$ cat src/rtl/dpram_fifo_pkg.sv
// rtl/dpram_fifo_pkg.sv - shared output-buffer state encoding for the dual-port RAM FIFO
package dpram_fifo_pkg;

    typedef enum logic [1:0] {
        OBUF_EMPTY = 2'd0,
        OBUF_ONE   = 2'd1,
        OBUF_TWO   = 2'd2
    } obuf_state_t;

    function automatic logic [1:0] obuf_fill(input obuf_state_t s);
        logic [1:0] n;
        n = 2'd0;
        case (s)
            OBUF_ONE: n = 2'd1;
            OBUF_TWO: n = 2'd2;
            default:  n = 2'd0;
        endcase
        return n;
    endfunction

endpackage

$ cat src/rtl/dpram_fifo_obuf.sv
// rtl/dpram_fifo_obuf.sv - 2-entry show-ahead skid buffer fed by the RAM read port
module dpram_fifo_obuf
    import dpram_fifo_pkg::*;
#(
    parameter int DATA_WIDTH = 32
) (
    input  logic                  clock,
    input  logic                  rst_n,
    input  logic                  load,
    input  logic [DATA_WIDTH-1:0] load_data,
    input  logic                  pop,
    output logic [DATA_WIDTH-1:0] head_data,
    output logic                  valid,
    output logic [1:0]            fill
);

    obuf_state_t           state, state_next;
    logic [DATA_WIDTH-1:0] second;

    always_ff @(posedge clock or negedge rst_n) begin
        if (!rst_n) state <= OBUF_EMPTY;
        else        state <= state_next;
    end

    always_comb begin
        state_next = state;
        case (state)
            OBUF_EMPTY: if (load) state_next = OBUF_ONE;
            OBUF_ONE: begin
                if (load && !pop)      state_next = OBUF_TWO;
                else if (pop && !load) state_next = OBUF_EMPTY;
            end
            OBUF_TWO:   if (pop && !load) state_next = OBUF_ONE;
            default:    state_next = OBUF_EMPTY;
        endcase
    end

    // The read issue logic never loads a full buffer unless the head is popped too.
    always_ff @(posedge clock or negedge rst_n) begin
        if (!rst_n) begin
            head_data <= '0;
            second    <= '0;
            valid     <= 1'b0;
        end else begin
            valid <= (state_next != OBUF_EMPTY);
            case (state)
                OBUF_EMPTY: if (load) head_data <= load_data;
                OBUF_ONE: begin
                    if (load && pop) head_data <= load_data;
                    else if (load)   second    <= load_data;
                end
                OBUF_TWO: begin
                    if (pop) begin
                        head_data <= second;
                        if (load) second <= load_data;
                    end
                end
                default: ;
            endcase
        end
    end

    assign fill = obuf_fill(state);

endmodule

$ cat src/rtl/dpram_fifo_ctrl.sv
// rtl/dpram_fifo_ctrl.sv - FIFO controller around an external 1-cycle-read simple dual-port RAM
module dpram_fifo_ctrl
    import dpram_fifo_pkg::*;
#(
    parameter int DATA_WIDTH = 32,
    parameter int ADDR_WIDTH = 7
) (
    input  logic                  clock,
    input  logic                  rst_n,
    input  logic                  push,
    input  logic [DATA_WIDTH-1:0] push_data,
    output logic                  full,
    input  logic                  pop,
    output logic [DATA_WIDTH-1:0] pop_data,
    output logic                  valid,
    output logic [ADDR_WIDTH:0]   count,
    output logic                  overflow,
    output logic                  underflow,
    output logic [ADDR_WIDTH-1:0] ram_wraddress,
    output logic [ADDR_WIDTH-1:0] ram_rdaddress,
    output logic [DATA_WIDTH-1:0] ram_wrdata,
    output logic                  ram_wren,
    input  logic [DATA_WIDTH-1:0] ram_rddata
);

    localparam int CW    = ADDR_WIDTH + 1;
    localparam int DEPTH = 1 << ADDR_WIDTH;

    logic [ADDR_WIDTH-1:0] wr_ptr, rd_ptr;
    logic [CW-1:0]         ram_cnt, count_q, count_next;
    logic                  inflight, full_q;
    logic                  push_ok, pop_ok, issue;
    logic [1:0]            obuf_cnt;

    assign push_ok = push && !full_q;
    assign pop_ok  = pop && valid;

    // Only words already in RAM (registered ram_cnt) are readable, so a same-cycle write is never read.
    assign issue = (ram_cnt != '0) &&
                   (({1'b0, obuf_cnt} + {2'b0, inflight}) < (3'd2 + {2'b0, pop_ok}));

    assign ram_wren      = push_ok && rst_n;
    assign ram_wraddress = wr_ptr;
    assign ram_wrdata    = push_data;
    assign ram_rdaddress = rd_ptr;

    assign count_next = count_q + CW'(push_ok) - CW'(pop_ok);

    always_ff @(posedge clock or negedge rst_n) begin
        if (!rst_n) begin
            wr_ptr    <= '0;
            rd_ptr    <= '0;
            ram_cnt   <= '0;
            inflight  <= 1'b0;
            count_q   <= '0;
            full_q    <= 1'b0;
            overflow  <= 1'b0;
            underflow <= 1'b0;
        end else begin
            if (push_ok) wr_ptr <= wr_ptr + 1'b1;
            if (issue)   rd_ptr <= rd_ptr + 1'b1;
            ram_cnt  <= ram_cnt + CW'(push_ok) - CW'(issue);
            inflight <= issue;
            count_q  <= count_next;
            full_q   <= (count_next == CW'(DEPTH));
            if (push && full_q) overflow  <= 1'b1;
            if (pop && !valid)  underflow <= 1'b1;
        end
    end

    dpram_fifo_obuf #(
        .DATA_WIDTH(DATA_WIDTH)
    ) u_obuf (
        .clock     (clock),
        .rst_n     (rst_n),
        .load      (inflight),
        .load_data (ram_rddata),
        .pop       (pop_ok),
        .head_data (pop_data),
        .valid     (valid),
        .fill      (obuf_cnt)
    );

    assign count = count_q;
    assign full  = full_q;

endmodule
$ cat config.mk
export PLATFORM = sky130hd
export DESIGN_NAME = dpram_fifo_ctrl
export DESIGN_NICKNAME = d
export VERILOG_FILES = /design/src/rtl/dpram_fifo_pkg.sv /design/src/rtl/dpram_fifo_obuf.sv /design/src/rtl/dpram_fifo_ctrl.sv
export SDC_FILE = /design/constraint.sdc
export NUM_CORES = 1
export LEC_CHECK = 0
export CORE_UTILIZATION = 48
export CTS_BUF_LIST = sky130_fd_sc_hd__clkbuf_4 sky130_fd_sc_hd__clkbuf_8
export CTS_CLUSTER_SIZE = 30
export DETAILED_ROUTE_END_ITERATION = 12
export PLACE_DENSITY = 0.82
export SLEW_MARGIN = 20
export SYNTH_ARGS = -nofsm -noshare
export SYNTH_HDL_FRONTEND = slang
export SYNTH_SLANG_ARGS = --single-unit
export TNS_END_PERCENT = 5
$ cat constraint.sdc
create_clock -name clock -period 4.7 [get_ports clock]
set_clock_uncertainty 0.2 [all_clocks]
set_input_delay 0.94 -clock clock [delete_from_list [all_inputs] [get_ports clock]]
set_output_delay 0.94 -clock clock [all_outputs]
set_load 0.01 [all_outputs]
==> metrics.md, run 1 <==
| Metric | Value |
|---|---|
| Power Internal | around 2.9 mW |
| Share of layout cells above drive strength 1 | 11.9% |
| Post-synth top flop | dfrtp_1 |
| Worst slack, placed | approximately 0.74 ns |
| Routed length on met3 | 473 µm |
| Fin Setup TNS | 0 ns |
| Largest cells by area after synthesis | dfrtp_1 (51%), mux2_4 (9.0%), ha_1 (5.8%) |
| Reg-to-reg endpoint | ram_cnt[6]$_DFF_PN0_ |
| Post_cts resized | 0 |
| Worst Setup Path Type | input port to register |
| Worst-path cell with the longest stage delay | clkdlybuf4s50_1 |
| CP delay by family, top | adder cells |
| CTS Buf Count | 9 |
| Reg2reg setup slack | about 1.4 ns |
| Initial drt markers | between 100 and 150 |
| # clock sinks | 101 |
| Initial antenna violation count | 0 |
| Hold Crit Class | register to register |
| Setup bufs post-CTS | 0 |
| Mapped Cells | between 400 and 500 |
| Worst hold endpoint | overflow$_DFFE_PN0P_ |
| Largest net degree at the start of global routing | 56 |
| Post-route cell area | 6000 µm² |
| Leading cell type in the layout, fill and taps excluded | dfrtp_1 |
| Worst vdd ir | roughly 350 µV |
| Origin of the worst setup path | push |
| Chip Height | 104 µm |
| Synth top area share | about half |
| Yosys top cell by area | dfrtp_1 |
| Hold path start | overflow$_DFFE_PN0P_ |
| MaxCap Viol Count | 0 |
| Fill count | between 800 and 900 |
| WL met2 | about 4700 µm |
| Final Setup Violations | 0 |
| Die Wd | between 100 and 150 µm |
| Slew of the pin with the lowest slew margin | 0.792 ns |
| Number of buffers added on ports | between 90 and 100 |
| WP data arrival | ~3.7 ns |
| Synth Register Bits | a little over 100 |
| Critical path cell sequence | clkdlybuf4s50_1 -> nor2b_1 -> buf_4 -> inv_1 -> ha_1 -> inv_1 -> ha_1 -> fa_1 -> a21oi_1 -> o211ai_1 -> a21oi_1 -> xnor2_1 -> nor4bb_1 |
| Utilization after layout | roughly 61% |
| Post-route ant nets | 0 |
| Mapped Nets | 549 |
| Final WS setup | about 1.1 ns |
| CP Launch Type | input port |
| Placed Area | ~5800 µm² |
| Area growth from synthesis to layout | 20.0% |
| Max-slew violation count | 0 |
| CP Buf/Inv Count | 4 |
| CP max FO | 8 |
| Final #Nets | roughly 600 |
| Maximum clock rate | 0.276 GHz |
| Num rows | 36 |
| Routed wire length | 9760 µm |
| Number of global-route vias before repair | around 3600 |
| Run status | finished, final reports clean |
| Switching Share | slightly below 40% |
| # IOs | roughly 160 |
| R2R Path Start | u_obuf.state[0]$_DFF_PN0_ |
| Initial Utilization | ~50% |
| DR vias/cell | around 5.3 |
| Leakage | 2.73 nW |
| Post-synth cell types | 43 |
| Latest clock arrival within the worst-skew pair | 0.36 ns |
| Slew HR | a little under half |
| GRT Residual Overflow | 0 |
| Root Buffer | clkbuf_8 |
| CTS tree | built |
| Synthesized area | about 5000 µm² |
| Worst r2r path cells | 15 |
| M1 WL | around 4400 µm |
| Final Hold Fails | 0 |
| Via count | approximately 3500 |
| Number of flops mapped to enable cells by yosys | 0 |
| Core area | between 9000 and 10000 µm² |
| Critical Path Max Stage Delay | 0.47 ns |
| Total GRT Usage | around a fifth |
| DRC | 0 |
| Yosys warnings | 0 |
| Async set-or-reset flop fraction in the synthesized netlist | 100% |
| Clock transition at path regs | approximately 0.09 ns |
| Setup crit end kind | register |
| Clock power share | 10.6% |
| Drt wl/cell | 14.9 µm |
| Final Cycle Share | about three quarters |
| Clock buffer depth | 2 |
| Die area | 10800 µm² |
| Post-CTS Hold Buffers | 0 |
| Antenna diodes | 0 |
| Pre-Repair DR Iteration Count | 4 |
| RePlAce Congestion | 0.824 |
| PwrDens | a little under 800 nW/µm² |
| Gate power share | a little over half |
| Max Used Layer | met4 |
| Register share of total power | between 30 and 40% |
| First-pass GRT wire length | 17000 µm |
| Final std cells w/o fill | 656 |
| RSZ-0062 raised after global routing | no |
| Hold depth | 1 |
| Period minus WS final | 3.62 ns |
| Avg Cell Area, Syn | 11.0 µm² |
| Post-DP HPWL | a little under 7000 µm |
| Maximum level of the CTS H-tree | 3 |
| Net Sw Power | 1.83 mW |
| Sequential share of the synthesized area | 50.6% |
| Placed insts | 641 |
| Required @ worst endpoint | approximately 4.8 ns |
| Most frequent cells in the layout | dfrtp_1 (101), clkdlybuf4s50_1 (93), nand2_1 (69) |
## area by class of cell
| class | count | area [µm²] | share of cell area, % |
|---|---|---|---|
| tap | 133 | 166 | 2.78 |
| sequential | 101 | 2530 | 42.2 |
| clock buffer | 10 | 131 | 2.19 |
| clock inverter | 5 | 41.3 | 0.689 |
| timing repair buffer | 101 | 991 | 16.5 |
| inverter | 23 | 86.3 | 1.44 |
| multi-input combinational | 283 | 2050 | 34.2 |
## layer usage
layer | vias to the layer above | GRT usage [%]
li1 | 1632 | -
met1 | 1715 | 24.0
met2 | 102 | 32.8
met3 | 17 | 4.76
met4 | 0 | 7.14
met5 | - | 0
## through the flow
step	total power [mW]	hold slack [ns]
final	4.74	0.259
after global routing	5.14	0.284
after CTS	4.79	0.267
after detailed placement	4.28	0.244
after global placement	4.15	0.241
after floorplan	3.39	0.253
## state kept, by name, indices dropped and copies added (netlist names)
register and count:
ram_wraddress 7, ram_rdaddress 7, u_obuf.head_data 32, u_obuf.state 2, overflow 1, u_obuf.second 32, u_obuf.valid 1, inflight 1
count 8, underflow 1, full 1, ram_cnt 8
## cells in the mapped netlist (2+ instances only)
cell / instances
xnor2_1: 16
buf_6: 4
dfrtp_1: 101
a31oi_1: 32
xor2_1: 8
o22ai_1: 4
a21oi_1: 9
mux2_2: 4
nand2b_1: 4
or3_1: 2
a21o_1: 4
nand4_1: 6
o21ai_0: 3
mux2_4: 30
nand2_1: 69
nor2b_1: 2
nand3_1: 2
inv_1: 23
nor2_1: 40
buf_2: 7
a211oi_1: 2
o21a_1: 3
clkbuf_1: 5
ha_1: 23
buf_4: 32
fa_1: 2
o21bai_1: 3
## kinds of logic (layout without fill, tap and decap cells)
logic type / after synthesis / count (layout) / share of synthesized area, %
DFF: 101 / 101 / 50.6
and+or+nand+nor: 135 / 135 / 11.8
buffers and inverters: 72 / 139 / 8.59
xor gates and xnor gates: 24 / 24 / 4.21
adders and majority gates: 25 / 25 / 6.56
muxes: 34 / 34 / 9.92
AOI/OAI and AO/OA: 65 / 65 / 8.36
## worst reg2reg max path, cell delays in order (launching register included)
cell and delay (ns):
dfrtp_1 0.41, nor2b_1 0.14, ha_1 0.19, ha_1 0.27, o21a_1 0.15, nor3_4 0.04, buf_4 0.17, ha_1 0.27
inv_1 0.04, ha_1 0.20, fa_1 0.41, a21oi_1 0.16, o21bai_1 0.11, a21oi_1 0.16, o21bai_1 0.08, xor2_1 0.14
## power by group through the flow
stage / registers, mW / clock network [mW] / logic (mW)
floorplan: 1.70 / 0 / 1.69
global placement: 1.63 / 0 / 2.52
detailed placement: 1.65 / 0 / 2.63
CTS: 1.63 / 0.521 / 2.64
global route: 1.69 / 0.555 / 2.89
finish: 1.64 / 0.505 / 2.60
## how the worst max path moves through the flow
stage,slack (ns),to,depth (start not counted)
final,1.08,full$_DFF_PN0_,13
after global routing,0.84,full$_DFF_PN0_,13
after CTS,1.11,full$_DFF_PN0_,13
after detailed placement,0.74,full$_DFF_PN0_,12
after global placement,0.83,full$_DFF_PN0_,12
after floorplan,1.31,full$_DFF_PN0_,11
No activity file was read; power rests on OpenSTA's default activity.
==> run 2: changes to the inputs <==
==> constraint.sdc (replaced) <==
create_clock -name clock -period 3.42 [get_ports clock]
set_clock_uncertainty 0.2 [all_clocks]
set_input_delay 0.684 -clock clock [delete_from_list [all_inputs] [get_ports clock]]
set_output_delay 0.684 -clock clock [all_outputs]
set_load 0.01 [all_outputs]
==> metrics.md, run 2 (synthesized netlist as in run 1, its figures left out) <==
| Metric | Value |
|---|---|
| Run status | finished, final reports clean |
| Largest net degree at the start of global routing | 69 (+23%) |
| Antenna diodes | 0 (unchanged) |
| RePlAce Congestion | 0.814 (-1.2%) |
| Num rows | 36 (unchanged) |
| DR vias/cell | 5.20 (-1.7%) |
| Root Buffer | clkbuf_8 |
| Core area | 9910 µm² (unchanged) |
| CP max FO | 2 (-6) |
| Clock buffer depth | 2 (unchanged) |
| Maximum level of the CTS H-tree | 3 (unchanged) |
| Initial antenna violation count | 0 (unchanged) |
| Final Cycle Share | between 90% and 100% |
| Hold Crit Class | input port to asynchronous set/reset pin |
| # clock sinks | 101 (unchanged) |
| Total chip power | 6.67 mW (+41%) |
| Share of layout cells above drive strength 1 | 13.6% (+1.7 points) |
| Final Setup Violations | 0 (unchanged) |
| Post-route cell area | 6080 µm² (+1.4%) |
| Pre-Repair DR Iteration Count | 4 (unchanged) |
| FF+latch area | 2530 µm² (unchanged) |
| Slew of the pin with the lowest slew margin | 0.841 ns (+0.0493 ns) |
| RSZ-0062 raised after global routing | no |
| Placed Area | 5880 µm² (+1.1%) |
| Latest clock arrival within the worst-skew pair | 0.36 ns (about the same) |
| Via count | 3450 (-0.46%) |
| Period minus WS final | around 3.2 ns |
| Die area | 10800 µm² (unchanged) |
| Most frequent cells in the layout | dfrtp_1 (101), clkdlybuf4s50_1 (93), nand2_1 (69) |
| Drt wl/cell | 15.4 µm (+3.6%) |
| Post-route ant nets | 0 (unchanged) |
| WP data arrival | 3.32 ns (-0.34 ns) |
| First-pass GRT wire length | 16800 µm (-1.2%) |
| Setup crit end kind | register |
| Leading cell type in the layout, fill and taps excluded | dfrtp_1 |
| Routed wire length | 10200 µm (+4.9%) |
| Area of the multi-input gates | 2050 µm² (about the same) |
| Post-CTS Hold Buffers | 0 (unchanged) |
| Number of global-route vias before repair | 3477 (-3.9%) |
| Final Hold Fails | 0 (unchanged) |
| Total GRT Usage | 19.2% (-0.16 points) |
| Worst Setup Path Type | input port to register |
| Hold WS | 0.152 ns (-0.107 ns) |
| Final #Nets | 619 (+1.1%) |
| Area growth from synthesis to layout | 21.7% |
| MaxCap Viol Count | 0 (unchanged) |
| Clock transition at path regs | 0.10 ns (about the same) |
| Maximum clock rate | approximately 0.31 GHz |
| Required @ worst endpoint | 3.49 ns (-1.26 ns) |
| Die Wd | 104 µm (unchanged) |
| Placed insts | 648 (+1.1%) |
| Max-slew violation count | 0 (unchanged) |
| GRT Residual Overflow | 0 (unchanged) |
| Worst vdd ir | 506 µV (+43%) |
| PwrDens | 1100 nW/µm² (+39%) |
| CP Launch Type | input port |
| Post-DP HPWL | 7160 µm (+4.9%) |
| DRC | 0 (unchanged) |
| CTS tree | built |
| Slew HR | 43.9% (-3.1 points) |
| Leakage | 2.78 nW (+1.6%) |
| Chip Height | 104 µm (unchanged) |
| CTS Buf Count | 9 (unchanged) |
| Final std cells w/o fill | 664 (+1.2%) |
| Largest registers | u_obuf.head_data (32), u_obuf.second (32) |
| Fill count | 808 (-1.5%) |
| # IOs | 159 (unchanged) |
| Number of buffers added on ports | 94 (unchanged) |
| Initial Utilization | 50.4% (unchanged) |
| Initial drt markers | 121 (-6.9%) |
## run 2: path summary, 6_finish.rpt
check	start	end	slack (ns)	cells past startpoint
min in group clock	underflow$_DFFE_PN0P_	underflow$_DFFE_PN0P_	0.27	1
max	push	full$_DFF_PN0_	0.18	11
min reg2reg	underflow$_DFFE_PN0P_	underflow$_DFFE_PN0P_	0.27	1
max in group asynchronous	rst_n	u_obuf.head_data[5]$_DFFE_PN0P_	1.65	3
max reg2reg	u_obuf.state[0]$_DFF_PN0_	ram_cnt[7]$_DFF_PN0_	0.28	13
min	rst_n	ram_wraddress[3]$_DFFE_PN0P_	0.15	2
## run 2: report_power, final
group          internal (mW)  leakage, nW  switching, mW  total (mW)
clock                  0.311       0.0926          0.424       0.736
sequential              1.84         1.17          0.413        2.25
combinational           1.95         1.51           1.74        3.68
## run 2: per-stage QoR
| stage | setup WS, ns | utilization (%) | TNS, ns |
|---|---|---|---|
| 5_1_grt | 0.0541 | 61.4 | 0 |
| 4_1_cts | 0.115 | 61.3 | 0 |
| 3_3_place_gp | -0.137 | 59.4 | -0.137 |
| 2_1_floorplan | 0.0409 | - | 0 |
| 6_report | 0.176 | 61.4 | 0 |
| 3_5_place_dp | -0.254 | 59.4 | -0.426 |
## run 2: timing repair
action / 4_1_cts / 5_1_grt
endpoints found under the setup margin: 0 / 1
resized for setup: 0 / 2
hold endpoints to repair: 0 / 0
buffers inserted: 0 / 0
## run 2: critical path, stage by stage
cell and delay (ns):
clkdlybuf4s50_1 0.47, nor2b_2 0.17, inv_1 0.09, ha_1 0.29
inv_1 0.05, ha_1 0.20, fa_1 0.42, xor2_1 0.19
or3_1 0.32, nor3_1 0.16, nor4bb_1 0.28
## run 2: layout make-up
| cell class | instances | share of cell area (%) |
|---|---|---|
| timing repair buffer | 108 | 17.4 |
| inverter | 23 | 1.42 |
| clock inverter | 5 | 0.679 |
| sequential | 101 | 41.6 |
| tap | 133 | 2.74 |
| clock buffer | 11 | 2.49 |
| multi-input combinational | 283 | 33.8 |
## run 2: per-layer routing
| metal | up-vias | global-route usage, % | part of all wire (%) |
|---|---|---|---|
| met5 | - | 0 | 0 |
| met4 | 0 | 6.63 | 1.5 |
| met3 | 18 | 4.01 | 4.2 |
| met2 | 89 | 32.2 | 49 |
| met1 | 1695 | 24.7 | 45 |
| li1 | 1648 | - | - |
==> run 3: changes to the inputs <==
--- a/config.mk
+++ b/config.mk
@@ -9,7 +9,7 @@
 export CTS_BUF_LIST = sky130_fd_sc_hd__clkbuf_4 sky130_fd_sc_hd__clkbuf_8
 export CTS_CLUSTER_SIZE = 30
 export DETAILED_ROUTE_END_ITERATION = 12
-export PLACE_DENSITY = 0.82
+export PLACE_DENSITY = 0.93
 export SLEW_MARGIN = 20
 export SYNTH_ARGS = -nofsm -noshare
 export SYNTH_HDL_FRONTEND = slang
==> metrics.md, run 3 (synthesized netlist as in run 1, its figures left out) <==
| Metric | Value |
|---|---|
| Number of buffers added on ports | 94 (unchanged) |
| PwrDens | 1100 nW/µm² (+0.44%) |
| Hold Crit Class | input port to asynchronous set/reset pin |
| Worst Setup Path Type | input port to register |
| CP Launch Type | input port |
| Post-route cell area | 6090 µm² (+0.12%) |
| Core area | 9910 µm² (unchanged) |
| Initial antenna violation count | 0 (unchanged) |
| Root Buffer | clkbuf_8 |
| CP max FO | 2 (unchanged) |
| Maximum clock rate | 0.308 GHz (about the same) |
| First-pass GRT wire length | 17100 µm (+1.6%) |
| Required @ worst endpoint | 3.48 ns (about the same) |
| Setup bufs post-CTS | 0 (unchanged) |
| Final Hold Fails | 0 (unchanged) |
| MaxCap Viol Count | 0 (unchanged) |
| Final #Nets | 618 (-0.16%) |
| DRC | 0 (unchanged) |
| Most frequent cells in the layout | dfrtp_1 (101), clkdlybuf4s50_1 (93), nand2_1 (69) |
| Reg2reg setup slack | 0.31 ns (+0.03 ns) |
| Max-slew violation count | 0 (unchanged) |
| Fill count | 815 (+0.87%) |
| Chip Height | 104 µm (unchanged) |
| Largest registers | u_obuf.head_data (32), u_obuf.second (32) |
| Post_cts resized | 0 (unchanged) |
| Die area | 10800 µm² (unchanged) |
| Num rows | 36 (unchanged) |
| WP data arrival | 3.30 ns (-0.02 ns) |
| Met2 usage in global routing | 34.5% (+2.2 points) |
| Clock transition at path regs | 0.10 ns (about the same) |
| Routed wire length | 10200 µm (+0.11%) |
| Maximum level of the CTS H-tree | 3 (unchanged) |
| Slew of the pin with the lowest slew margin | 0.806 ns (-0.0352 ns) |
| Latest clock arrival within the worst-skew pair | 0.35 ns (about the same) |
| Number of global-route vias before repair | 3614 (+3.9%) |
| Share of layout cells above drive strength 1 | 13.0% (-0.52 points) |
| Leading cell type in the layout, fill and taps excluded | dfrtp_1 |
| Die Wd | 104 µm (unchanged) |
| DR vias/cell | 5.21 (+0.36%) |
| Post-CTS Hold Buffers | 0 (unchanged) |
| Antenna diodes | 0 (unchanged) |
| Post-route ant nets | 0 (unchanged) |
| # clock sinks | 101 (unchanged) |
| Run status | finished, final reports clean |
| Initial Utilization | 50.4% (unchanged) |
| Worst vdd ir | 555 µV (+9.7%) |
| Drt wl/cell | 15.5 µm (+0.41%) |
| CTS Buf Count | 9 (unchanged) |
| RSZ-0062 raised after global routing | no |
| Final std cells w/o fill | 662 (-0.30%) |
| GRT Residual Overflow | 0 (unchanged) |
| Total GRT Usage | 19.6% (+0.39 points) |
| Final Cycle Share | 94.9% (about the same) |
| Area growth from synthesis to layout | 21.9% |
| Clock buffer depth | 2 (unchanged) |
| Final Setup Violations | 0 (unchanged) |
| # IOs | 159 (unchanged) |
| Post-DP HPWL | 7270 µm (+1.6%) |
| Initial drt markers | 160 (+32%) |
| Pre-Repair DR Iteration Count | 4 (unchanged) |
| Period minus WS final | 3.25 ns (+0.00152 ns) |
| Setup crit end kind | register |
| Placed insts | 647 (-0.15%) |
| Largest net degree at the start of global routing | 57 (-17%) |
| M3 GR Usage | 3.38% (-0.63 points) |
| Routing usage on met1 | 23.3% (-1.4 points) |
| Leakage | 2.78 nW (+0.26%) |
| RePlAce Congestion | 0.836 (+2.6%) |
| Placed Area | 5890 µm² (+0.13%) |
| Via count | 3452 (+0.058%) |
| GRT busiest layer | met2 |
| CTS tree | built |
| Slew HR | 46.1% (+2.1 points) |
## run 3: power breakdown
group	internal (mW)	switching (mW)	leakage [nW]
combinational	1.96	1.73	1.51
clock	0.373	0.389	0.0995
sequential	1.84	0.424	1.17
## run 3: final timing paths
kind / endpoint / cells past startpoint / startpoint
hold reg to reg: underflow$_DFFE_PN0P_ / 1 / underflow$_DFFE_PN0P_
min in group clock: underflow$_DFFE_PN0P_ / 1 / underflow$_DFFE_PN0P_
setup reg to reg: ram_cnt[6]$_DFF_PN0_ / 14 / u_obuf.state[0]$_DFF_PN0_
hold / removal: u_obuf.head_data[4]$_DFFE_PN0P_ / 2 / rst_n
setup / recovery: full$_DFF_PN0_ / 11 / push
max in group asynchronous: u_obuf.head_data[22]$_DFFE_PN0P_ / 3 / rst_n
## run 3: area by class of cell
class	count	area, µm²	area share (%)
clock inverter	3	46.3	0.760
inverter	23	86.3	1.42
sequential	101	2530	41.5
clock buffer	12	153	2.51
timing repair buffer	107	1060	17.4
multi-input combinational	283	2050	33.7
tap	133	166	2.73
## run 3: worst max-delay path, cell delays in order
cell	delay (ns)
clkdlybuf4s50_1	0.48
nor2b_1	0.17
inv_1	0.10
ha_1	0.28
inv_1	0.04
ha_1	0.20
fa_1	0.42
xor2_1	0.20
or3_1	0.32
nor3_1	0.16
nor4bb_1	0.28
## run 3: stage by stage
| step | utilization [%] | TNS (ns) | hold slack, ns | setup WS, ns | total power, mW |
|---|---|---|---|---|---|
| after floorplan | - | 0 | 0.188 | 0.0409 | 4.66 |
| after global placement | 59.4 | -0.104 | 0.239 | -0.104 | 5.74 |
| after detailed placement | 59.4 | -0.211 | 0.246 | -0.162 | 5.97 |
| after CTS | 61.5 | 0 | 0.234 | 0.187 | 6.76 |
| after global routing | 61.5 | 0 | 0.247 | 0.0260 | 7.19 |
| final | 61.5 | 0 | 0.220 | 0.175 | 6.71 |
## run 3: per-layer routing
| metal | part of all wire, % | vias up |
|---|---|---|
| li1 | - | 1641 |
| met1 | 43 | 1676 |
| met2 | 50 | 101 |
| met3 | 4.2 | 34 |
| met4 | 2.6 | 0 |
| met5 | 0 | - |
